**config.mk**
```make
export PLATFORM = sky130hd
export DESIGN_NAME = ud_counter_gen
export DESIGN_NICKNAME = d
export VERILOG_FILES = /design/src/rtl/ud_counter_gen.sv
export SDC_FILE = /design/constraint.sdc
export NUM_CORES = 1
export LEC_CHECK = 0
export CAP_MARGIN = 20
export CORE_ASPECT_RATIO = 1.4
export CORE_MARGIN = 8
export CORE_UTILIZATION = 50
export DETAILED_ROUTE_END_ITERATION = 8
export GPL_TIMING_DRIVEN = 0
export PLACE_DENSITY = 0.73
export SETUP_SLACK_MARGIN = 0.2
export SYNTH_ARGS = -nofsm -noshare
export SYNTH_HDL_FRONTEND = slang
export SYNTH_SLANG_ARGS = --single-unit
```
**constraint.sdc**
```tcl
create_clock -name clk -period 22 [get_ports clk]
set_input_delay 6.6 -clock clk [delete_from_list [all_inputs] [get_ports clk]]
set_output_delay 6.6 -clock clk [all_outputs]
set_load 0.005 [all_outputs]
```
**src/rtl/ud_counter_gen.sv**
```systemverilog
// ud_counter_gen: parametrised up/down counter with programmable step and
// inclusive upper limit, wrap-around or saturation at the bounds, parallel
// load, a registered terminal-count pulse and sticky overflow/underflow flags.
// Intended as a generic event/address counter for timers, pointer generation
// and rate dividers.
//
// Parameters
//   WIDTH   counter, load_data and limit width (>= 2)
//   STEP_W  step input width (1..WIDTH)
//   WRAP    1 = wrap modulo (limit+1) at the bounds, 0 = saturate at 0/limit
//
// Ports
//   clk        clock, all state changes on the rising edge
//   rst        synchronous reset, active-low
//   en         count enable
//   load       parallel load strobe (beats en)
//   load_data  value to load, clamped to limit
//   up_dn      1 = count up, 0 = count down
//   step       increment/decrement magnitude
//   limit      inclusive upper bound; legal count range is 0..limit
//   clr_flags  clears ovf/unf on the next edge (a new crossing wins)
//   count      registered count value
//   tc         registered one-cycle terminal-count pulse
//   ovf        sticky: an up-count crossed limit
//   unf        sticky: a down-count crossed 0
//   at_max     count == limit (combinational)
//   at_min     count == 0 (combinational)
module ud_counter_gen #(
  parameter int unsigned WIDTH  = 8,
  parameter int unsigned STEP_W = 4,
  parameter int unsigned WRAP   = 1
) (
  input  logic              clk,
  input  logic              rst,
  input  logic              en,
  input  logic              load,
  input  logic [WIDTH-1:0]  load_data,
  input  logic              up_dn,
  input  logic [STEP_W-1:0] step,
  input  logic [WIDTH-1:0]  limit,
  input  logic              clr_flags,
  output logic [WIDTH-1:0]  count,
  output logic              tc,
  output logic              ovf,
  output logic              unf,
  output logic              at_max,
  output logic              at_min
);

  // One extra bit so that limit+1 and count+step never overflow.
  localparam int unsigned XW = WIDTH + 1;

  logic [WIDTH-1:0] count_q, count_d;
  logic             tc_q, tc_d;
  logic             ovf_q, ovf_d;
  logic             unf_q, unf_d;

  logic [XW-1:0] limit_x;   // limit, widened
  logic [XW-1:0] range_x;   // limit + 1, the modulus in wrap mode
  logic [XW-1:0] step_x;
  logic [XW-1:0] step_eff;  // min(step, limit+1)
  logic [XW-1:0] count_x;
  logic [XW-1:0] sum_up;    // count + step_eff
  logic [XW-1:0] wrap_up;   // sum_up - (limit+1)
  logic [XW-1:0] diff_dn;   // count - step_eff, valid when no underflow
  logic [XW-1:0] wrap_dn;   // count + (limit+1) - step_eff
  logic [XW-1:0] next_x;    // next count; top bit is always 0

  logic cross_up;
  logic cross_dn;
  logic out_of_range;
  logic unused_next;

  // --------------------------------------------------------------------------
  // Datapath
  // --------------------------------------------------------------------------
  assign limit_x  = {1'b0, limit};
  assign range_x  = limit_x + XW'(1);
  assign step_x   = XW'(step);
  assign step_eff = (step_x > range_x) ? range_x : step_x;
  assign count_x  = {1'b0, count_q};

  assign sum_up  = count_x + step_eff;
  assign wrap_up = sum_up - range_x;
  assign diff_dn = count_x - step_eff;
  assign wrap_dn = count_x + range_x - step_eff;

  // With step_eff == 0 neither condition can be true, so a zero step never
  // pulses tc or touches the flags. limit == 0 forces step_eff to 0 or 1.
  assign cross_up = sum_up > limit_x;
  assign cross_dn = count_x < step_eff;

  // Count can exceed limit only when limit is lowered while counting.
  assign out_of_range = count_q > limit;

  // --------------------------------------------------------------------------
  // Next-state logic
  // --------------------------------------------------------------------------
  always_comb begin
    next_x = count_x;
    tc_d   = 1'b0;
    ovf_d  = ovf_q & ~clr_flags;
    unf_d  = unf_q & ~clr_flags;

    if (load) begin
      next_x = (load_data > limit) ? limit_x : {1'b0, load_data};
    end else if (out_of_range) begin
      // Pull back into range first; the enable is ignored this cycle.
      next_x = limit_x;
    end else if (en) begin
      if (up_dn) begin
        if (cross_up) begin
          tc_d   = 1'b1;
          ovf_d  = 1'b1;
          next_x = (WRAP != 0) ? wrap_up : limit_x;
        end else begin
          next_x = sum_up;
        end
      end else begin
        if (cross_dn) begin
          tc_d   = 1'b1;
          unf_d  = 1'b1;
          next_x = (WRAP != 0) ? wrap_dn : '0;
        end else begin
          next_x = diff_dn;
        end
      end
    end
  end

  assign count_d     = next_x[WIDTH-1:0];
  assign unused_next = next_x[WIDTH];

  // --------------------------------------------------------------------------
  // State
  // --------------------------------------------------------------------------
  always_ff @(posedge clk) begin
    if (!rst) begin
      count_q <= '0;
      tc_q    <= 1'b0;
      ovf_q   <= 1'b0;
      unf_q   <= 1'b0;
    end else begin
      count_q <= count_d;
      tc_q    <= tc_d;
      ovf_q   <= ovf_d;
      unf_q   <= unf_d;
    end
  end

  // --------------------------------------------------------------------------
  // Outputs
  // --------------------------------------------------------------------------
  assign count  = count_q;
  assign tc     = tc_q;
  assign ovf    = ovf_q;
  assign unf    = unf_q;
  assign at_max = (count_q == limit);
  assign at_min = (count_q == '0);

endmodule

```
==> results of run 1 <==
==> where the power goes <==
group          switching [µW]  internal [µW]  total (µW)
Sequential               12.6           25.2        37.8
Combinational             176            140         315
Clock                    8.27           12.8        21.1
Total                     196            178         374
==> how the worst max path moves through the flow <==
| stage | from | endpoint | slack, ps | depth (start not counted) |
|---|---|---|---|---|
| floorplan | limit[2] | at_max | 8000 | 5 |
| CTS | limit[4] | at_max | 6780 | 6 |
| global placement | limit[4] | at_max | 6800 | 6 |
| detailed placement | limit[4] | at_max | 6800 | 6 |
| finish | limit[4] | at_max | 6760 | 6 |
| global route | limit[4] | at_max | 6660 | 6 |
==> worst register-to-register path, stage by stage (launching register included) <==
cell	delay (ps)
dfxtp_1	540
ha_1	310
buf_6	140
nor2b_1	150
o31ai_2	280
or4b_1	480
o311a_1	210
ha_1	350
nand4_1	140
or4b_2	650
o221ai_1	180
nand2_1	350
nand2_1	230
nor4b_1	70
or3_1	360
==> synth_stat cells, types with 4 or more instances <==
cell,number,area share [%]
o221ai_1,4,1.1
nand3_1,7,1.1
xor2_1,8,2.2
dfxtp_1,11,7.0
o21bai_1,4,0.96
clkbuf_1,5,0.60
ha_1,55,22
a21oi_1,25,4.0
a211oi_1,6,1.4
nand4_1,5,1.0
or3_1,4,0.80
a21o_1,8,1.9
nor2_1,32,3.8
fa_1,10,6.4
mux2i_1,8,2.6
inv_1,45,5.4
o211ai_1,4,0.96
o22ai_1,4,0.80
o21a_1,6,1.4
xnor2_1,18,5.0
nand2_1,32,3.8
o21ai_0,18,2.9
nor3_1,6,0.96
nor2b_1,5,1.0
a31oi_1,4,0.80
==> layout by cell type, fill, tap and decap left out, types with 3 or more instances in the layout <==
cell type and count:
ha_1 55, inv_1 45, clkdlybuf4s50_1 35, nand2_1 32
nor2_1 32, a21oi_1 25, xnor2_1 18, o21ai_0 18
conb_1 11, dfxtp_1 11, fa_1 10, a21o_1 8
xor2_1 8, mux2i_1 8, nand3_1 7, nor3_1 6
o21a_1 6, clkbuf_1 6, a211oi_1 6, nand4_1 5
nor2b_1 5, or3_1 4, o211ai_1 4, o221ai_1 4
o21bai_1 4, o22ai_1 4, a31oi_1 4, buf_2 3
xnor2_2 3, or4_1 3, o21ai_1 3, nand2b_1 3
o31a_1 3, o221a_2 3, and2_1 3, clkbuf_8 3
==> sequential cells by signal, indices dropped and copies added, names as in the netlist <==
signal / cells
unf: 1
ovf: 1
tc: 1
count: 8
==> cell families after synthesis <==
logic type	count (synthesis)	share of synthesized area, %
AOI/OAI and AO/OA	116	26.42
and+or+nand+nor	110	17.39
adders and majority gates	69	29.74
buffers and inverters	56	7.074
xor gates and xnor gates	29	8.833
DFF	11	7.034
muxes	10	3.277
other	2	0.2399
==> layer usage <==
metal | part of all wire [%] | wire length (µm)
met5 | 0 | 0
met4 | 6.1 | 570
met3 | 4.3 | 399
met2 | 51 | 4801
met1 | 38 | 3608
==> final cells by class <==
cell class / count / area [µm²]
inverters: 47 / 176.4
fillers: 585 / 2476
flip-flops and latches: 11 / 220.2
well taps: 72 / 90.09
clock buffers: 4 / 45.04
plain buffers: 9 / 45.04
multi-input cells: 345 / 2723
repair buffers: 35 / 350.3
==> stage by stage <==
| stage | util (%) | std cells | power (µW) |
|---|---|---|---|
| detailed placement | 58.84 | 519 | 346.6 |
| finish | 59.58 | 523 | 374.2 |
| CTS | 59.58 | 523 | 370.2 |
| global route | 59.58 | 523 | 410.0 |
| global placement | 58.84 | 519 | 340.2 |
| floorplan | - | 412 | 266.1 |
==> run metrics, run 1 <==
Initial DRC Count 133; Worst Hold Class register to register; final hold slack 606.9 ps; number of synthesized flops with an enable pin 0; register area share after synthesis 7.034%; hold_sp ovf; status finished, final reports clean; Remaining DRCs 0; RSZ-0062 raised after global routing false; Crit path max-delay family buffers and inverters; CTS Hold Bufs 0; vias in the first global route 3328; slew margin rel. 52.30%; post-route setup slack 6760 ps; num ports 39; Final Cycle Share 69.27%; Critical-path top delay cell clkdlybuf4s50_1; M3 GR Usage 1.779%; CP peak stage delay 570 ps; I/O Buffers 35; largest net degree at the start of global routing 11; Clock transition at path regs 50 ps; met1 usage 20.81%; reg-to-reg startpoint count[2]; CP Buf/Inv Count 3; core area 6126 µm²; top_reg_cell synth dfxtp_1; Startpoint Class input pin; Avg Cell Area, Syn 7.768 µm²; Crit. End Element primary output; routability cong. 0.9434; setup repair bufs after CTS 0; ANT nets after route 0; # rows 34; H-Tree Depth 1; Pre-Repair DR Iteration Count 5; fmax 65.61 MHz; required time of the worst setup path 15400 ps; ys async rst share 0%; DIE AREA 9085 µm²; Synth Warn # 0; clk buf depth 2; PD cells 102.5 nW/µm²; number of clock sinks 11; Static Leak 0.001691 µW; dpl hpwl 7.934 mm; post_cts resized 0; post-synthesis register bit count 11; gr ovfl total 0; global-route wire length before repair 15.71 mm; worst path arrival time 8640 ps; initial antenna violation count 0; RR Endpoint count[7]; crit path time final 15240 ps; cell depth of the worst hold path 3; synth-to-layout area growth 16.59%; synthesized cell area 3131 µm²; Worst-Margin Slew 708.9 ps; Max Cap Viol 0; met2 Usage GRT 39.39%; GR peak layer met2; final-report setup violation count 0; # nets final 543; max-slew violations 0; worst-path maximum fanout 5; final wirelength 9.379 mm; crit-path most repeated cell clkdlybuf4s50_1; Peak VDD IR 0.07028 mV; TritonCTS Buffers 3; Initial Util 51.10%; Clock Skew 2.396 ps; die extent in y 109.6 µm; Area after DPL 3605 µm²; Finished Cell Area 3650 µm²; Placement Setup Slack 6804 ps; CTS tree yes; gr usage total 20.49%; Fin. Hold Viols 0; Sum Neg Setup Slack 0 ps; CTS root buffer clkbuf_8; critical path class input pin to primary output; Antenna diodes 0; Wirelength per Cell 17.93 µm; r2r setup slk 17450 ps; layout cells sized above 1 5.322%; clk_lat worst skew 240 ps; Unique masters post-synth 66; via count 3177; CP Cell Sequence clkdlybuf4s50_1 -> inv_1 -> ha_1 -> nand4_1 -> nor3_1 -> clkdlybuf4s50_1; vias per cell 6.075; r2r worst-path depth 14; Die X 82.88 µm; Gate Count Post-Synth 403; Endpoint, Worst Hold ovf
Note: power is estimated with default switching activity, not from simulation.
==> inputs of run 2 (changes only) <==
--- a/config.mk
+++ b/config.mk
@@ -11,7 +11,7 @@
 export CORE_UTILIZATION = 50
 export DETAILED_ROUTE_END_ITERATION = 8
 export GPL_TIMING_DRIVEN = 0
-export PLACE_DENSITY = 0.73
+export PLACE_DENSITY = 0.76
 export SETUP_SLACK_MARGIN = 0.2
 export SYNTH_ARGS = -nofsm -noshare
 export SYNTH_HDL_FRONTEND = slang
==> constraint.sdc (replaced) <==
create_clock -name clk -period 14.02 [get_ports clk]
set_input_delay 4.206 -clock clk [delete_from_list [all_inputs] [get_ports clk]]
set_output_delay 4.206 -clock clk [all_outputs]
set_load 0.005 [all_outputs]
==> run 2 against run 1 <==
Wire length is 0.34% higher. Total power up 57%. Worst setup slack got worse by 3600 ps. Core utilization is the same. First-iteration DRC count grew 32%. Global-route usage down 0.13 points. Non-clock buffer count unchanged. Largest cell class unchanged.
==> run metrics, run 2 (same netlist as run 1, synthesis figures left out) <==
vias per cell 6.021; Clock transition at path regs 50 ps; Peak VDD IR 0.09130 mV; gr ovfl total 0; Die X 82.88 µm; Wirelength per Cell 17.99 µm; Critical Path End count[7]; reg-to-reg startpoint count[2]; fmax 92.18 MHz; commonest non-fill, non-tap cell in the layout ha_1; # nets final 543; die extent in y 109.6 µm; RSZ-0062 raised after global routing false; Clock Skew 1.535 ps; TritonCTS Buffers 3; ANT nets after route 0; Sum Neg Setup Slack 0 ps; Static Leak 0.001691 µW; Register Area 220.2 µm²; Crit. End Element register; gr usage total 20.36%; max-slew violations 0; # rows 34; via count 3149; CTS root buffer clkbuf_8; Startpoint Class input pin; Final Cycle Share 77.38%; DIE AREA 9085 µm²; worst-path maximum fanout 9; core area 6126 µm²; CTS Hold Bufs 0; RR Endpoint count[7]; r2r worst-path depth 14; status finished, final reports clean; Worst Hold Class register to register; I/O Buffers 35; CP peak stage delay 670 ps; num ports 39; initial antenna violation count 0; PD cells 161.2 nW/µm²; CP Cell Sequence clkdlybuf4s50_1 -> ha_1 -> inv_1 -> ha_1 -> a21oi_1 -> a21oi_1 -> maj3_1 -> o21ai_0 -> a21o_1 -> nor2_1 -> a21oi_1 -> fa_1 -> nor2b_1 -> o31ai_2 -> or4b_1 -> o311a_1 -> ha_1 -> nand4_1 -> or4b_2 -> o221ai_1 -> nand2_1 -> nand2_1 -> nor4b_1 -> or3_1; worst path arrival time 10970 ps; vias in the first global route 3111; max reg flops 8; Antenna diodes 0; Critical-path top delay cell or4b_2; setup repair bufs after CTS 0; Max Cap Viol 0; clk_lat worst skew 240 ps; cell depth of the worst hold path 3; placed instance count 519; Fin. Hold Viols 0; critical path class input pin to register; r2r setup slk 9370 ps; number of clock sinks 11; synth-to-layout area growth 16.59%; H-Tree Depth 1; final-report setup violation count 0; global-route wire length before repair 15.35 mm; commonest cells after routing, fill and taps aside ha_1, inv_1, clkdlybuf4s50_1; final wirelength 9.411 mm; layout cells sized above 1 5.322%; Critical Path Source limit[0]; post_cts resized 0; Remaining DRCs 0; clk buf depth 2; slew margin rel. 46.72%; non-filler cells, final 523; Worst-Margin Slew 791.9 ps; Pre-Repair DR Iteration Count 5; Initial Util 51.10%; CTS tree yes; routability cong. 0.9724; crit path time final 10850 ps; largest net degree at the start of global routing 11; filler cell count 584; dpl hpwl 7.932 mm; area of the multi-input gates 2723 µm²; Initial DRC Count 175; Pwr Total 588.2 µW; required time of the worst setup path 14140 ps
-- run 2: layer usage --
layer  share of wire, %  up-vias  GRT usage [%]  wire [µm]
met2                 52       99          38.61       4862
met5                  0        -              0          0
met3                3.5       26          1.705        332
met4                4.8        0          12.72        453
met1                 40     1477          21.34       3763
li1                   -     1547              -          -
-- run 2: stage by stage --
step           worst slack [ps]  utilization, %  area (µm²)  hold slack (ps)
4_1_cts                    3236           59.58        3650            605.2
2_1_floorplan              4599               -        3164            590.9
3_5_place_dp               2982           58.84        3605            595.9
3_3_place_gp               3192           58.84        3605            591.1
5_1_grt                    2861           59.58        3650            645.5
6_report                   3172           59.58        3650            597.4
-- run 2: worst max-delay path, delay by kind of cell --
family | cells | cell delay, ps
AO/OA/AOI/OAI | 8 | 1680
adder cells (fa/ha/maj) | 5 | 1790
buffers and inverters | 2 | 750
AND/OR/NAND/NOR | 9 | 2510
-- run 2: final cells by class --
type / count / share of cell area, %
multi-input cells: 345 / 74.60
clock buffers: 4 / 1.234
inverters: 47 / 4.834
repair buffers: 35 / 9.599
plain buffers: 9 / 1.234
well taps: 72 / 2.468
flip-flops and latches: 11 / 6.034
-- run 2: worst min-delay path by stage --
stage / from / endpoint / slack [ps]
after floorplan: ovf / ovf / 590
after global placement: ovf / ovf / 590
after detailed placement: ovf / ovf / 600
after CTS: ovf / ovf / 610
after global routing: ovf / ovf / 650
final: ovf / ovf / 600
-- run 2: power by group --
| group | total, µW | internal [µW] | switching (µW) |
|---|---|---|---|
| Sequential | 59.4 | 39.6 | 19.9 |
| Combinational | 496 | 219 | 277 |
| Clock | 32.7 | 20.0 | 12.7 |
